$ cat src/rtl/physical_transmitter.sv
// QPSK symbol mapper with rectangular NRZ upsampling (SPS identical beats per symbol), AXIS in and out.
// Define TX_PREAMBLE_EN to prepend PREAMBLE_LEN alternating 00/11 symbols at every burst start.
module physical_transmitter #(
    parameter int                 SPS          = 4,
    parameter logic signed [11:0] AMP          = 12'sd1024,
    parameter int                 PREAMBLE_LEN = 16
) (
    input  logic        clk,
    input  logic        rst,
    input  logic        in_valid,
    input  logic [1:0]  in_data,
    output logic        in_ready,
    output logic        out_valid,
    output logic [23:0] out_data,
    input  logic        out_ready
);
    localparam int               CNT_W     = $clog2(SPS);
    localparam logic [CNT_W-1:0] LAST_BEAT = CNT_W'(SPS - 1);
    localparam logic [11:0]      LVL_POS   = AMP;
    localparam logic [11:0]      LVL_NEG   = -AMP;

    if (SPS < 2 || SPS > 64) begin : g_bad_sps
        $error("physical_transmitter: SPS must be 2..64");
    end
    if (AMP < 12'sd1) begin : g_bad_amp
        $error("physical_transmitter: AMP must be 1..2047");
    end
    if (PREAMBLE_LEN < 1 || PREAMBLE_LEN > 255) begin : g_bad_preamble_len
        $error("physical_transmitter: PREAMBLE_LEN must be 1..255");
    end

`ifdef TX_PREAMBLE_EN
    typedef enum logic [1:0] {S_IDLE, S_PREAMBLE, S_DATA} state_t;
    localparam logic [7:0] LAST_PRE = 8'(PREAMBLE_LEN - 1);
    logic [7:0] r_pre_cnt;
`else
    typedef enum logic [1:0] {S_IDLE, S_DATA} state_t;
`endif

    state_t           r_state;
    state_t           w_next_state;
    logic [CNT_W-1:0] r_cnt;
    logic             r_pend_valid;
    logic [1:0]       r_pend_data;
    logic [1:0]       r_sym;
    logic [1:0]       w_sym_out;
    logic             w_beat;
    logic             w_last_beat;
    logic             w_accept;
    logic             w_load;

    // in_ready is held low during reset so no symbol is taken before the FSM is clean.
    assign in_ready    = rst && !r_pend_valid;
    assign w_accept    = in_valid && in_ready;
    assign w_beat      = out_valid && out_ready;
    assign w_last_beat = w_beat && (r_cnt == LAST_BEAT);
    // Pending symbol moves into the current-symbol register whenever DATA starts a new symbol.
    assign w_load      = r_pend_valid && (w_next_state == S_DATA) &&
                         ((r_state != S_DATA) || w_last_beat);

    // NOTE: sequential state uses non-blocking assignments so every register samples pre-edge values.
    always_ff @(posedge clk) begin
        if (!rst) begin
            r_state <= S_IDLE;
        end else begin
            r_state <= w_next_state;
        end
    end

    // NOTE: every combinational output gets a default first, so no path can infer a latch.
    always_comb begin
        w_next_state = r_state;
        case (r_state)
            S_IDLE: begin
                if (r_pend_valid) begin
`ifdef TX_PREAMBLE_EN
                    w_next_state = S_PREAMBLE;
`else
                    w_next_state = S_DATA;
`endif
                end
            end
`ifdef TX_PREAMBLE_EN
            S_PREAMBLE: begin
                if (w_last_beat && (r_pre_cnt == LAST_PRE)) begin
                    w_next_state = S_DATA;
                end
            end
`endif
            S_DATA: begin
                if (w_last_beat && !r_pend_valid) begin
                    w_next_state = S_IDLE;
                end
            end
            default: w_next_state = S_IDLE;
        endcase
    end

    always_comb begin
        out_valid = 1'b0;
        w_sym_out = 2'b00;
        case (r_state)
`ifdef TX_PREAMBLE_EN
            S_PREAMBLE: begin
                out_valid = 1'b1;
                w_sym_out = {2{r_pre_cnt[0]}};
            end
`endif
            S_DATA: begin
                out_valid = 1'b1;
                w_sym_out = r_sym;
            end
            default: begin
                out_valid = 1'b0;
                w_sym_out = 2'b00;
            end
        endcase
        out_data = 24'h0;
        if (out_valid) begin
            out_data = {w_sym_out[1] ? LVL_NEG : LVL_POS,
                        w_sym_out[0] ? LVL_NEG : LVL_POS};
        end
    end

    always_ff @(posedge clk) begin
        if (!rst) begin
            r_cnt        <= '0;
            r_pend_valid <= 1'b0;
            r_pend_data  <= 2'b00;
            r_sym        <= 2'b00;
        end else begin
            if (w_beat) begin
                r_cnt <= (r_cnt == LAST_BEAT) ? '0 : r_cnt + 1'b1;
            end
            if (w_load) begin
                r_pend_valid <= 1'b0;
                r_sym        <= r_pend_data;
            end else if (w_accept) begin
                r_pend_valid <= 1'b1;
                r_pend_data  <= in_data;
            end
        end
    end

`ifdef TX_PREAMBLE_EN
    always_ff @(posedge clk) begin
        if (!rst) begin
            r_pre_cnt <= 8'd0;
        end else if ((r_state == S_PREAMBLE) && w_last_beat) begin
            r_pre_cnt <= (r_pre_cnt == LAST_PRE) ? 8'd0 : r_pre_cnt + 8'd1;
        end
    end
`endif

endmodule
$ cat config.mk
export PLATFORM = sky130hd
export DESIGN_NAME = physical_transmitter
export DESIGN_NICKNAME = d
export VERILOG_FILES = /design/src/rtl/physical_transmitter.sv
export SDC_FILE = /design/constraint.sdc
export NUM_CORES = 1
export LEC_CHECK = 0
export CAP_MARGIN = 10
export CORE_MARGIN = 2
export CORE_UTILIZATION = 36
export CTS_CLUSTER_SIZE = 30
export DETAILED_ROUTE_END_ITERATION = 8
export GPL_TIMING_DRIVEN = 0
export PLACE_DENSITY = 0.74
export SYNTH_ARGS = -nofsm -noshare
export SYNTH_HDL_FRONTEND = slang
export SYNTH_SLANG_ARGS = --single-unit
$ cat constraint.sdc
create_clock -name clk -period 1.3 [get_ports clk]
set_clock_uncertainty 0.15 [all_clocks]
set_input_delay 0.13 -clock clk [delete_from_list [all_inputs] [get_ports clk]]
set_output_delay 0.13 -clock clk [all_outputs]
set_load 0.05 [all_outputs]
==> results_dict.tcl, run 1 <==
set metrics [dict create \
    status "complete, but fails checks" \
    violations "setup timing" \
    clk_path_buf_depth 2 \
    dieHeight_um 43.6 \
    crit_path_top_delay_cell "dfxtp_4" \
    ys_ff_latch 9 \
    hold_class "in -> reg" \
    maxCapViolations 0 \
    ios 32 \
    final_cell_mix "28 x buf_4, 21 x conb_1, 6 x nand2_1, 5 x buf_8, 5 x dfxtp_1" \
    nNetsFinal 111 \
    antenna_cells 0 \
    n_fill_cell 131 \
    critical_path_class "reg -> out" \
    postCtsHoldBufs 0 \
    synth.distinct_cells 17 \
    yosysSeqAreaShare_pct 31.9 \
    grt_pass1_wl_um 1570 \
    grt_pass1_vias 388 \
    io_buffers 11 \
    grtUsageTotal_pct 11.0 \
    total_power_mw 0.786 \
    core_area_mm2 0.00149 \
    finalCritPeriodShare_pct 105 \
    via_count 454 \
    drcViolationCount 0 \
    cp-end-kind "output port" \
    fin_util_pct 61.8 \
    vias_per_cell 3.82 \
    dp_slack_ns -0.711 \
    firstDrtPassIters 1 \
    routabilityCongestion 0.699 \
    root_buffer "clkbuf_4" \
    cp_max_fo 6 \
    final.setup.worst_slack_ns -0.0595 \
    fin_cells 119 \
    yosysTopAreaCell "dfxtp_1" \
    dieArea_mm2 0.00190 \
    totalWireLength_um 901 \
    cts_tree "yes" \
    layout_commonest_cell "buf_4" \
    hold_viol_final 0 \
    holdWs_ns 0.159 \
    avgSynthCellArea_um2 9.12 \
    worstHoldStart "rst" \
    p_per_area_mw_per_mm2 854 \
    cts.reportedPaths.clkPinSlew_ns 0.06 \
    yosysWarnings 0 \
    crit_chain "nor2b_4 > and2_4 > buf_8" \
    required_ns 1.02 \
    chipWidth_um 43.6 \
    grt_max_degree 10 \
    dp_cells 109 \
    numClockSinks 9 \
    setup_viol 5 \
    critical_path.max_stage_delay_ns 0.35 \
    r2r-start "r_state[1]" \
    setup_tns_ns -0.198 \
    initial_utilization_pct 38.0 \
    slew_viol_final 0 \
    ant_nets 0 \
    insertion_delay_ns 0.25 \
    period_needed_ns 1.36 \
    drive_gt1_share_pct 48.5 \
    antenna_found_initial 0 \
    postSynthCellCount 62 \
    wl_per_cell_um 7.57 \
    max_clock_freq_mhz 736 \
    synth.top_cell.area_share_pct 31.9 \
    critPathArrivalTime_ns 1.08 \
    rsz0062_at_grt "true" \
    dpl_cell_area_um2 785 \
    worstSetupStartpointType "flip-flop" \
    htree_levels 1 \
    ys_top_cells_by_area "dfxtp_1 32%, buf_4 31%, mux2i_1 7.1%" \
    rows 14 \
    ir_drop_mv 0.557 \
    overflow 0 \
    design_area_um2 920 \
    synth.cell_area_um2 566 \
    first_iter_violations 0 \
    numCtsBuffers 3 \
    p_leak_nw 0.469 \
    setup.worst_path.start "r_state[1]" \
    syn_to_final_growth_pct 62.6 \
]
-- synth_stat cells --
cell      count
buf_4        23
dfxtp_1       9
nand2_1       6
nor2b_1       5
mux2i_1       4
a21boi_1      2
and2_1        2
nor2_1        2
a21boi_2      1
conb_1        1
ha_1          1
nand3_1       1
nand3b_4      1
nor3b_1       1
nor3b_2       1
o21ai_0       1
or3_1         1
-- flip-flops by register name, summed over array words and instances, names as in the netlist --
register      cells
r_sym             2
r_pend_data       2
r_state           2
r_cnt             2
r_pend_valid      1
-- report_power, final --
part           internal, mW  switching, mW  total, mW  leakage, nW
Combinational         0.101          0.181      0.282        0.378
Sequential            0.287        0.00922      0.296       0.0755
Clock                 0.118         0.0895      0.207       0.0150
Total                 0.506          0.279      0.786        0.469
-- area by class of cell --
cell class,count,area [um2],share of cell area (%)
plain buffers,23,176,19.2
clock buffers,4,26.3,2.86
multi-input cells,50,329,35.8
flip-flops and latches,9,188,20.4
well taps,16,20.0,2.18
repair buffers,17,180,19.6
-- final timing paths --
check	end	slack (ns)	depth (start not counted)
worst max-delay path	out_data[23]	-0.06	3
worst min-delay path	r_state[0]	0.16	2
worst max register to register	r_cnt[0]	0	4
worst min register to register	r_sym[0]	0.31	2
-- kinds of logic after synthesis --
group | share of synthesized area (%)
flops | 31.9
mux | 7.08
fa+ha+maj | 2.21
buf+inv | 30.5
compound gates | 5.53
simple gates | 22.1
other cells | 0.663
-- layer usage --
layer  wire (um)  global-route usage [%]  up-vias
li1            -                       -      241
met1         324                    12.3      190
met2         469                    19.1       23
met3         107                    2.92        0
met4           0                    5.45        0
met5           0                       0        -
-- worst max-delay path: cells and delay by family, from the launching register on --
kind / cells / cell delay (ns)
DFF: 1 / 0.35
and+or+nand+nor: 2 / 0.34
buffers and inverters: 1 / 0.13
-- timing repair --
| item | in CTS | in global routing |
|---|---|---|
| gates cloned | 0 | 0 |
| setup buffers | 4 | 2 |
| endpoints found under the setup margin | 8 | 8 |
| pin swaps | 3 | 2 |
| gates resized for setup | 55 | 4 |
No activity file was read; power rests on OpenSTA's default activity.
==> inputs of run 2 (changes only) <==
CAP_MARGIN = 15   (was 10)
==> results of run 2 <==
No change in the layout: final DEF, timing and power equal those of run 1.
